[src/rtl/bus_collector8_if.sv]
// Bus bundle for bus_collector8: eight request/data sources plus one valid/ready output.
// The slave modport is the collector's view; the master modport is the environment's view.
interface bus_collector8_if #(
    parameter int DATA_BITS = 8
);
    logic [7:0]           req;
    logic [DATA_BITS-1:0] in0;
    logic [DATA_BITS-1:0] in1;
    logic [DATA_BITS-1:0] in2;
    logic [DATA_BITS-1:0] in3;
    logic [DATA_BITS-1:0] in4;
    logic [DATA_BITS-1:0] in5;
    logic [DATA_BITS-1:0] in6;
    logic [DATA_BITS-1:0] in7;
    logic [7:0]           gnt;
    logic                 out_valid;
    logic [DATA_BITS-1:0] out_data;
    logic [2:0]           out_src;
    logic                 out_ready;

    modport slave (
        input  req, in0, in1, in2, in3, in4, in5, in6, in7, out_ready,
        output gnt, out_valid, out_data, out_src
    );

    modport master (
        output req, in0, in1, in2, in3, in4, in5, in6, in7, out_ready,
        input  gnt, out_valid, out_data, out_src
    );
endinterface

[src/rtl/bus_collector8.sv]
// Round-robin merge of eight sources into a one-entry registered output buffer.
// Latency: a word granted at edge N is presented (out_valid=1) right after edge N.
// Backpressure: a full buffer with out_ready=0 blocks all grants; full with ready refills same cycle.
module bus_collector8 #(
    parameter int DATA_BITS = 8
) (
    input  logic            clk,
    input  logic            reset_n,
    bus_collector8_if.slave bus
);
    localparam logic [0:0] ST_EMPTY = 1'b0;
    localparam logic [0:0] ST_FULL  = 1'b1;

    logic [0:0]           state_q, state_d;
    logic [2:0]           ptr_q, ptr_d;
    logic [DATA_BITS-1:0] out_data_q, out_data_d;
    logic [2:0]           out_src_q, out_src_d;

    logic [DATA_BITS-1:0] in_arr [8];
    logic                 can_accept;
    logic                 found;
    logic                 grant;
    logic [2:0]           sel_idx;
    logic [7:0]           gnt_w;

    assign in_arr[0] = bus.in0;
    assign in_arr[1] = bus.in1;
    assign in_arr[2] = bus.in2;
    assign in_arr[3] = bus.in3;
    assign in_arr[4] = bus.in4;
    assign in_arr[5] = bus.in5;
    assign in_arr[6] = bus.in6;
    assign in_arr[7] = bus.in7;

    // Search starts at ptr and wraps modulo 8; the first hit wins.
    always_comb begin
        can_accept = (state_q == ST_EMPTY) || bus.out_ready;
        found      = 1'b0;
        sel_idx    = ptr_q;
        for (int i = 0; i < 8; i++) begin
            if (!found && bus.req[ptr_q + 3'(i)]) begin
                found   = 1'b1;
                sel_idx = ptr_q + 3'(i);
            end
        end
        // Gating with reset_n keeps gnt low while the flops are held in reset.
        grant = reset_n && can_accept && found;
        gnt_w = grant ? (8'b1 << sel_idx) : 8'b0;
    end

    always_comb begin
        state_d    = state_q;
        ptr_d      = ptr_q;
        out_data_d = out_data_q;
        out_src_d  = out_src_q;
        if (grant) begin
            out_data_d = in_arr[sel_idx];
            out_src_d  = sel_idx;
            ptr_d      = sel_idx + 3'd1;
            state_d    = ST_FULL;
        end else if (state_q == ST_FULL && bus.out_ready) begin
            state_d = ST_EMPTY;
        end
    end

    always_ff @(posedge clk or negedge reset_n) begin
        if (!reset_n) begin
            state_q    <= ST_EMPTY;
            ptr_q      <= 3'd0;
            out_data_q <= '0;
            out_src_q  <= 3'd0;
        end else begin
            state_q    <= state_d;
            ptr_q      <= ptr_d;
            out_data_q <= out_data_d;
            out_src_q  <= out_src_d;
        end
    end

    assign bus.gnt       = gnt_w;
    assign bus.out_valid = (state_q == ST_FULL);
    assign bus.out_data  = out_data_q;
    assign bus.out_src   = out_src_q;
endmodule
[src/flat_wrapper.sv]
// flat-port wrapper written by rule: the top's interface ports become plain ports
module bus_collector8_flat 
#(
    parameter int DATA_BITS = 8
)
  (clk, reset_n, bus_req, bus_in0, bus_in1, bus_in2, bus_in3, bus_in4, bus_in5, bus_in6, bus_in7, bus_out_ready, bus_gnt, bus_out_valid, bus_out_data, bus_out_src);
  bus_collector8_if #(.DATA_BITS(DATA_BITS)) bus_i ();
  input  logic clk;
  input  logic reset_n;
  input wire logic [$bits(bus_i.req)-1:0] bus_req;
  input wire logic [$bits(bus_i.in0)-1:0] bus_in0;
  input wire logic [$bits(bus_i.in1)-1:0] bus_in1;
  input wire logic [$bits(bus_i.in2)-1:0] bus_in2;
  input wire logic [$bits(bus_i.in3)-1:0] bus_in3;
  input wire logic [$bits(bus_i.in4)-1:0] bus_in4;
  input wire logic [$bits(bus_i.in5)-1:0] bus_in5;
  input wire logic [$bits(bus_i.in6)-1:0] bus_in6;
  input wire logic [$bits(bus_i.in7)-1:0] bus_in7;
  input wire logic [$bits(bus_i.out_ready)-1:0] bus_out_ready;
  output wire logic [$bits(bus_i.gnt)-1:0] bus_gnt;
  output wire logic [$bits(bus_i.out_valid)-1:0] bus_out_valid;
  output wire logic [$bits(bus_i.out_data)-1:0] bus_out_data;
  output wire logic [$bits(bus_i.out_src)-1:0] bus_out_src;
  assign bus_i.req = bus_req;
  assign bus_i.in0 = bus_in0;
  assign bus_i.in1 = bus_in1;
  assign bus_i.in2 = bus_in2;
  assign bus_i.in3 = bus_in3;
  assign bus_i.in4 = bus_in4;
  assign bus_i.in5 = bus_in5;
  assign bus_i.in6 = bus_in6;
  assign bus_i.in7 = bus_in7;
  assign bus_i.out_ready = bus_out_ready;
  assign bus_gnt = bus_i.gnt;
  assign bus_out_valid = bus_i.out_valid;
  assign bus_out_data = bus_i.out_data;
  assign bus_out_src = bus_i.out_src;
  bus_collector8 #(.DATA_BITS(DATA_BITS)) u_core (.clk(clk), .reset_n(reset_n), .bus(bus_i));
endmodule
[config.mk]
export PLATFORM = sky130hd
export DESIGN_NAME = bus_collector8_flat
export DESIGN_NICKNAME = d
export VERILOG_FILES = /design/src/rtl/bus_collector8_if.sv /design/src/rtl/bus_collector8.sv /design/src/flat_wrapper.sv
export SDC_FILE = /design/constraint.sdc
export NUM_CORES = 1
export LEC_CHECK = 0
export CAP_MARGIN = 25
export CORE_MARGIN = 10
export CORE_UTILIZATION = 47
export CTS_BUF_LIST = sky130_fd_sc_hd__clkbuf_2 sky130_fd_sc_hd__clkbuf_4 sky130_fd_sc_hd__clkbuf_8
export DETAILED_ROUTE_END_ITERATION = 6
export DONT_BUFFER_PORTS = 1
export SYNTH_ARGS = -nofsm -noshare
export SYNTH_HDL_FRONTEND = slang
export SYNTH_SLANG_ARGS = --single-unit
[constraint.sdc]
create_clock -name clk -period 4.3 [get_ports clk]
set_clock_uncertainty 0.2 [all_clocks]
set_input_delay 0.645 -clock clk [delete_from_list [all_inputs] [get_ports clk]]
set_output_delay 0.645 -clock clk [all_outputs]
set_load 0.005 [all_outputs]
==> results.txt, run 1 <==
By instance count, the leading cell after synthesis is nand2_1. The number of nets with antenna violations after routing is 0. The synthesis-stage register bit count came out at 15.

For this design, the sink count on the clock tree is 15. The cell sitting at the root of the clock tree is a clkbuf_8. The slew at the pin closest to its max-slew limit is 730 ps. The number of standard cells in the final layout excluding fillers came out at 290.

The core region area is 4440 um^2. The setup check on the worst reg-to-reg path leaves a slack of around 270 ps. The clock reaches the later pin of the worst-skew pair after 250 ps. The site row count came out at 24.

The number of enable-type register cells in the synthesized netlist is 0. The floorplan step set the die width to a little under 90 um. The worst register-to-register path ends at u_core.bus.out_data[4]$_DFFE_PN0P_. The via total after detailed routing is 1922. The capture point of the worst path is bus_gnt[7]. For this run, the register share of the synthesized area comes to 17.0%.

The max-slew violation count came out at 0. The end-of-flow core utilization came out at 57.6%. The routed via count divided by cell count came out at 6.63. The final critical delay including setup and external delays came out at 4180 ps.

dfrtp_1 takes more of the synthesized area than any other cell. The endpoint type of the worst setup path is an output port. The total instance count after detailed placement came out at ~270. The total global routing overflow came out at 0. The share of async-settable or async-resettable flops after synthesis came out at 100%. Pin placement for this block handled 95 I/O pins. The number of buffers between clock root and the deepest sink came out at 2. For this run, the number of Yosys warnings is 0. The critical path class is reg2out. The first global-routing pass estimated between 10000 and 15000 um of wire.

Derived from the worst setup path, the maximum achievable clock frequency is 0.240 GHz. Setup violations remaining at the end of the flow were counted as 0. In the final design database the tool counted 317 nets. The worst slack after detailed placement came out at 182 ps. In this run the worst setup path begins at u_core.ptr_q[0]$_DFFE_PN0P_. After clock tree synthesis, the clock-pin slew on the worst setup and hold paths is 60 ps. In the synthesized netlist the dominant register cell turns out to be dfrtp_1. The number of distinct standard cells referenced by the synthesized netlist is 55. The worst-case reg-to-reg path depth is 13. The detailed router finished its first iteration with 134 violations.

The die covers around 7800 um^2. The layout-stage area growth over the synthesis result is 15.9%. The data required time at the worst endpoint is 3450 ps. The tightest hold path in the finished design has a slack of 327 ps.

The routed length per placed instance came out at 22.7 um. The flow ran to the end, and the final reports show no timing, DRC or antenna violations. The count of filler cells inserted in the layout is 384. The startpoint of the lowest-slack register-to-register path is u_core.ptr_q[0]$_DFFE_PN0P_. In this run the mean area of a mapped cell was 10.0 um^2. In this run the number of H-tree levels came out at 1.

The HPWL after detailed placement is approximately 5300 um. After synthesis, the cell types taking the most area are dfrtp_1 (17%), mux4_2 (11%), mux4_1 (11%). Once the floorplan was initialized, standard cells occupied 49.7% of the core. The total inserted antenna cells is 0. The number of antenna violations at the first check in global routing came out at 0. TritonCTS created 3 clock buffers. After detailed routing, the number of remaining DRC violations is 0. The number of global-route vias before repair came to 2037. By count the netlist is led by nand2_1 (31), mux2i_1 (21), dfrtp_1 (15), nor2_1 (15). The final estimated routing congestion in global placement is ~0.94. The final worst-path setup slack came out at 125 ps. For this run, the detailed router's first-pass iteration total came to 4. The worst setup path is launched from a register. The cell count after synthesis is 220. The layout cell share with drive strength beyond 1 came out at 37.8%.

The pin count of the biggest net entering global routing is 22. The data arrival time of the critical path is 3330 ps. The post-synthesis cell area came out at between 2000 and 2500 um^2. The final number of hold-violating endpoints came to 0. The number of violations of the max-capacitance limit is 0. The post-synthesis net count is 298. TritonCTS built the clock tree. Of all nets on the critical path, the largest fanout is 6.

The area fraction of the dominant cell type after synthesis came out at 17.0%. The total routing resource utilization after global routing came out at 16.3%. The total of buffers placed on input and output ports came out at 0.

Dividing the final minimum period by the clock period gives slightly below 100%. The tightest min-delay check is of the reg2reg type. The vertical die dimension came out at 88.5 um. The worst slew margin relative to its limit is 51.2%. The total length of routed wires is 6590 um.
[cells in the final DEF (no fill, tap or decap), types with 2 or more instances in the layout]
master    netlist  layout
nand2_1        31      30
buf_4           0      25
mux2i_1        21      19
dfrtp_1        15      15
mux4_2         11      13
nor2_1         15      11
mux2_2         11      10
o211ai_2        8       7
mux4_1          9       7
nand2b_1        6       6
inv_1           5       4
o21ai_0         5       4
a21oi_1         4       4
o22ai_1         4       3
xnor2_1         3       3
mux2_4          2       3
a21o_1          3       3
and2_1          3       3
nand3_1         3       3
nor2_2          0       3
o21ai_1         2       3
nor3_1          3       3
clkbuf_8        0       3
nor2b_1         3       2
o211a_1         2       2
or2_4           0       2
a31oi_1         2       2
o211ai_1        2       2
mux2i_2         0       2
buf_12          0       2
[flip-flops by register name (all words and copies together), names as in the netlist]
signal / flops
u_core.ptr_q: 3
u_core.bus.out_valid: 1
u_core.bus.out_data: 8
u_core.bus.out_src: 3
[cells by family after synthesis]
kind of cell | Yosys count | synth area share, %
AOI/OAI and AO/OA | 46 | 17.1
adders and majority gates | 3 | 1.70
xor gates and xnor gates | 4 | 1.59
DFF | 15 | 17.0
and+or+nand+nor | 76 | 17.1
buffers and inverters | 21 | 6.12
muxes | 55 | 39.4
[metrics by stage]
| stage | instance area [um^2] | TNS, ps |
|---|---|---|
| floorplan | 2210 | -12.2 |
| global placement | 2330 | 0 |
| detailed placement | 2330 | 0 |
| CTS | 2400 | 0 |
| global route | 2560 | -6.95 |
| finish | 2560 | 0 |
[routing by layer]
metal / share of wire [%] / track usage [%] / vias to the layer above
li1: - / - / 893
met1: 38 / 19.2 / 917
met2: 49 / 26.3 / 98
met3: 12 / 7.90 / 14
met4: 1.6 / 3.96 / 0
met5: 0 / 0 / -
[cell type report]
| class | instances | area, um^2 | area share (%) |
|---|---|---|---|
| Inverter | 5 | 18.8 | 0.733 |
| Multi-Input combinational cell | 184 | 1780 | 69.5 |
| Clock inverter | 1 | 5.00 | 0.196 |
| Timing Repair Buffer | 30 | 274 | 10.7 |
| Sequential cell | 15 | 375 | 14.7 |
| Tap cell | 52 | 65.1 | 2.54 |
| Clock buffer | 3 | 41.3 | 1.61 |
[worst max-delay path, cell delays in order (launching register included)]
cell and delay [ps]:
dfrtp_1 380, inv_2 60, ha_4 310, buf_4 150
mux4_2 560, mux2i_4 240, buf_4 170, nand4b_1 140
a21oi_1 210, nor4b_2 80, o22ai_2 250, nor2b_2 220
ha_1 150, and2_1 160
[repair_timing]
item                       CTS  global route
pin swaps                    1             8
gates resized for setup      3            21
hold buffers                 1             0
setup endpoints to repair    8             9
hold endpoints to repair    15             0
setup buffers                1             9
gates cloned                 0             1
[worst min path at each step]
stage,start,end,slack (ps),cells past startpoint
floorplan,reset_n,u_core.bus.out_data[0]$_DFFE_PN0P_,150,0
global placement,reset_n,u_core.bus.out_valid$_DFFE_PN0P_,150,0
detailed placement,reset_n,u_core.bus.out_valid$_DFFE_PN0P_,150,0
CTS,u_core.bus.out_data[2]$_DFFE_PN0P_,u_core.bus.out_data[2]$_DFFE_PN0P_,340,2
global route,u_core.bus.out_data[7]$_DFFE_PN0P_,u_core.bus.out_data[7]$_DFFE_PN0P_,360,2
finish,u_core.bus.out_src[0]$_DFFE_PN0P_,u_core.bus.out_src[0]$_DFFE_PN0P_,330,1
Power of run 1 is not shown: default switching activity piles up to over one toggle a cycle in this logic, so the estimate is an artifact.
==> run 2: changes to the inputs <==
- TNS_END_PERCENT: unset -> 20
- clock period: 4.3 -> 3.5 ns (I/O delays scaled with it)
==> run 2 against run 1 <==
Effect of this change: non-clock buffer count rose by 31; the flow now finishes with violations (setup timing); wire length is 9.0% higher; critical path type unchanged; highest routed layer unchanged; sequential share of layout area fell by 1.7 points; worst setup slack got worse by 640 ps; core utilization up 7.5 points; sequential cell count did not move; first-iteration DRC count decreased by 19%; worst hold slack worse by 44 ps; final cell count grew 11%.
==> results.txt, run 2 (synthesis gave the netlist of run 1 again) <==
The number of setup violations in the final report is 18 (was 0). The capture instance of the worst register-to-register path is u_core.bus.out_data[4]$_DFFE_PN0P_ (unchanged). The TritonCTS clock tree was built (unchanged). The count of filler cells inserted in the layout was 370 (was 384).

The vertical die dimension came out at 88.5 um (unchanged). The register area came out at 375 um^2 (unchanged). The via total after detailed routing was 2030 (was 1922). The final-layout setup total negative slack is -5420 ps (was 0 ps).

The pin count of the biggest net entering global routing came out at 18 (was 22). The final number of hold-violating endpoints is 0 (unchanged). The number of cells traversed by the worst hold path is 2 (was 1). The startpoint of the lowest-slack register-to-register path is u_core.ptr_q[0]$_DFFE_PN0P_ (unchanged). The worst hold path endpoint is u_core.bus.out_valid$_DFFE_PN0P_ (was u_core.bus.out_src[0]$_DFFE_PN0P_). The worst slew margin relative to its limit came to 50.1% (was 51.2%). The half-perimeter wire length after placement is 5730 um (was 5280 um). The total global routing overflow came out at 0 (unchanged). The start point of the critical path is u_core.ptr_q[0]$_DFFE_PN0P_ (unchanged).

The instance area after placement is 2600 um^2 (was 2330 um^2). The highest signal layer in the routed design is met4 (unchanged). The site row count came to 24 (unchanged).

The number of flip-flops in the largest register came out at 8 (unchanged). The iteration-0 DRC count of the detailed router came to 108 (was 134). The total routing resource utilization after global routing is 18.0% (was 16.3%). The number of violations of the max-capacitance limit is 0 (unchanged). The routed design could run at a clock period as short as 4020 ps. The total length of routed wires is 7190 um (was 6590 um). The final worst-path setup slack came out at -519 ps (was 125 ps). The checks that failed: setup timing. The data arrival time of the critical path is 3290 ps (was 3330 ps). The slew at the pin closest to its max-slew limit was 746 ps (was 730 ps). The total inserted antenna cells came out at 0 (unchanged). The worst slack after detailed placement came to -388 ps (was 182 ps). The startpoint kind of the worst setup timing path is a register (unchanged). The launch instance of the worst min-delay path is bus_out_ready (was u_core.bus.out_src[0]$_DFFE_PN0P_).

The number of global-route vias before repair came out at 2157 (was 2037). The final estimated routing congestion in global placement is 0.830 (was 0.937). The number of optimization iterations in the first detailed-route pass is 5 (was 4). The maximum fanout encountered on the critical timing path came out at 7 (was 6). The residual DRC count came out at 0 (unchanged).

The routed wire length on met3 is 634 um (was 774 um). Most frequent cells in the layout: buf_4 (51), nand2_1 (29), mux2i_1 (21) (was nand2_1 (30), buf_4 (25), mux2i_1 (19)). Dividing the final minimum period by the clock period gives 115%. The amount of wire on met2 after detailed routing is 3610 um (was 3200 um). The I/O pin count came out at 95 (unchanged). The data required time at the worst endpoint came out at 2770 ps (was 3450 ps).

The total of buffers placed on input and output ports is 0 (unchanged). The latest clock arrival within the worst-skew pair is 250 ps (about the same). The critical path class is reg2out (unchanged). The worst-case reg-to-reg path depth was 11 (was 13). The final net count came to 348 (was 317). The number of antenna violations at the first check in global routing is 0 (unchanged). The CTS clock-pin slew for the worst setup and hold paths came to 70 ps (was 60 ps). The total instance count after detailed placement came to 303 (was 274). The clock sink total is 15 (unchanged).

The layout cell share with drive strength beyond 1 is 48.7% (was 37.8%). The area enclosed by the die boundary is 7840 um^2 (unchanged). The routed length per placed instance is 22.4 um (was 22.7 um). Timing would allow up to 0.249 GHz. The buffer cell driving the clock tree root is clkbuf_8 (unchanged).

The die extent in x came out at 88.5 um (unchanged). The number of buffers between clock root and the deepest sink came out at 2 (unchanged). The endpoint type of the worst setup path was an output port (unchanged). The cell area after layout came out at 2890 um^2 (was 2560 um^2).

The global-route wire length before repair came to 11200 um (was 10300 um). Setup repair after global routing could not meet its margin everywhere. The max-slew violation count is 0 (unchanged). The number of nets with antenna violations after routing is 0 (unchanged). The number of standard cells in the final layout excluding fillers came out at 321 (was 290).

The classification of the worst-slack hold path is in2reg (was reg2reg). The routed via count divided by cell count is 6.32 (was 6.63). The initial core utilization is 49.7% (unchanged). The layout-stage area growth over the synthesis result is 30.9% (was 15.9%). Result of the run: finished, violations left (was completed).

The register-to-register setup slack is -390 ps (was 270 ps). The count of H-tree levels built during CTS came to 1 (unchanged). The sum of routed wire segments on met1 came out at 2890 um (was 2510 um). The core region area is 4440 um^2 (unchanged). The multi-input combinational cell area was 1840 um^2 (was 1780 um^2).

The clock buffer count from CTS is 3 (unchanged). The most frequent standard cell in the layout excluding fill and tap cells is buf_4 (was nand2_1).
run 2: cell count changes in the layout (fill, tap and decap cells not counted), moves of 2 or more:
| cell | delta |
|---|---|
| a21oi_1 | -2 |
| a21oi_2 | +2 |
| mux2i_1 | +2 |
| mux2_2 | -2 |
| mux2_4 | +2 |
| buf_4 | +26 |
| mux2i_2 | -2 |
| nor2_1 | -3 |
| nor2_2 | +3 |
| buf_6 | +4 |
run 2: per-stage QoR:
stage	hold slack (ps)	util (%)
final	283	65.0
after detailed placement	30.2	58.4
after CTS	285	63.3
after global routing	314	65.0
after global placement	30.2	58.4
after floorplan	29.4	-
run 2: worst max-delay path, cell delays in order (launching register included):
cell and delay [ps]:
dfrtp_1 420, inv_6 40, ha_4 330, buf_6 120, mux4_2 530, mux2i_4 200
buf_6 130, nand4b_1 150, a21oi_2 200, nor4b_2 70, o22ai_2 300, buf_4 180
buf_6 130, nor3b_2 230
run 2: how the worst max path moves through the flow:
stage,slack (ps),depth (start not counted),to
after floorplan,-530,16,bus_gnt[7]
after global placement,-370,11,bus_gnt[1]
after detailed placement,-390,11,bus_gnt[1]
after CTS,-450,11,bus_gnt[7]
after global routing,-670,13,bus_gnt[3]
final,-520,13,bus_gnt[3]
run 2: cell type report:
type / count / area share [%]
multi-input combinational: 184 / 63.8
timing repair buffer: 61 / 18.6
sequential: 15 / 13.0
tap: 52 / 2.25
clock buffer: 3 / 1.43
inverter: 5 / 0.823
clock inverter: 1 / 0.173
run 2: per-layer routing:
layer	vias to the layer above	track usage [%]
met5	-	0
met4	0	2.79
met3	4	6.99
met2	76	29.9
met1	1002	22.0
li1	948	-
run 2: timing repair:
item                                    CTS  global route
resized for setup                        21            11
hold buffers                              1             0
buffers inserted                          7             5
endpoints found under the hold margin    15             0
endpoints found under the setup margin   18            21
cloned                                    1             0
pin swaps                                13            11
Power of run 2 is left out for the same reason.
==> run 3: changes to the inputs <==
- SLEW_MARGIN: unset -> 30
==> results of run 3 <==
No change in the layout: final DEF, timing and power equal those of run 2.
Power of run 3 is left out for the same reason.
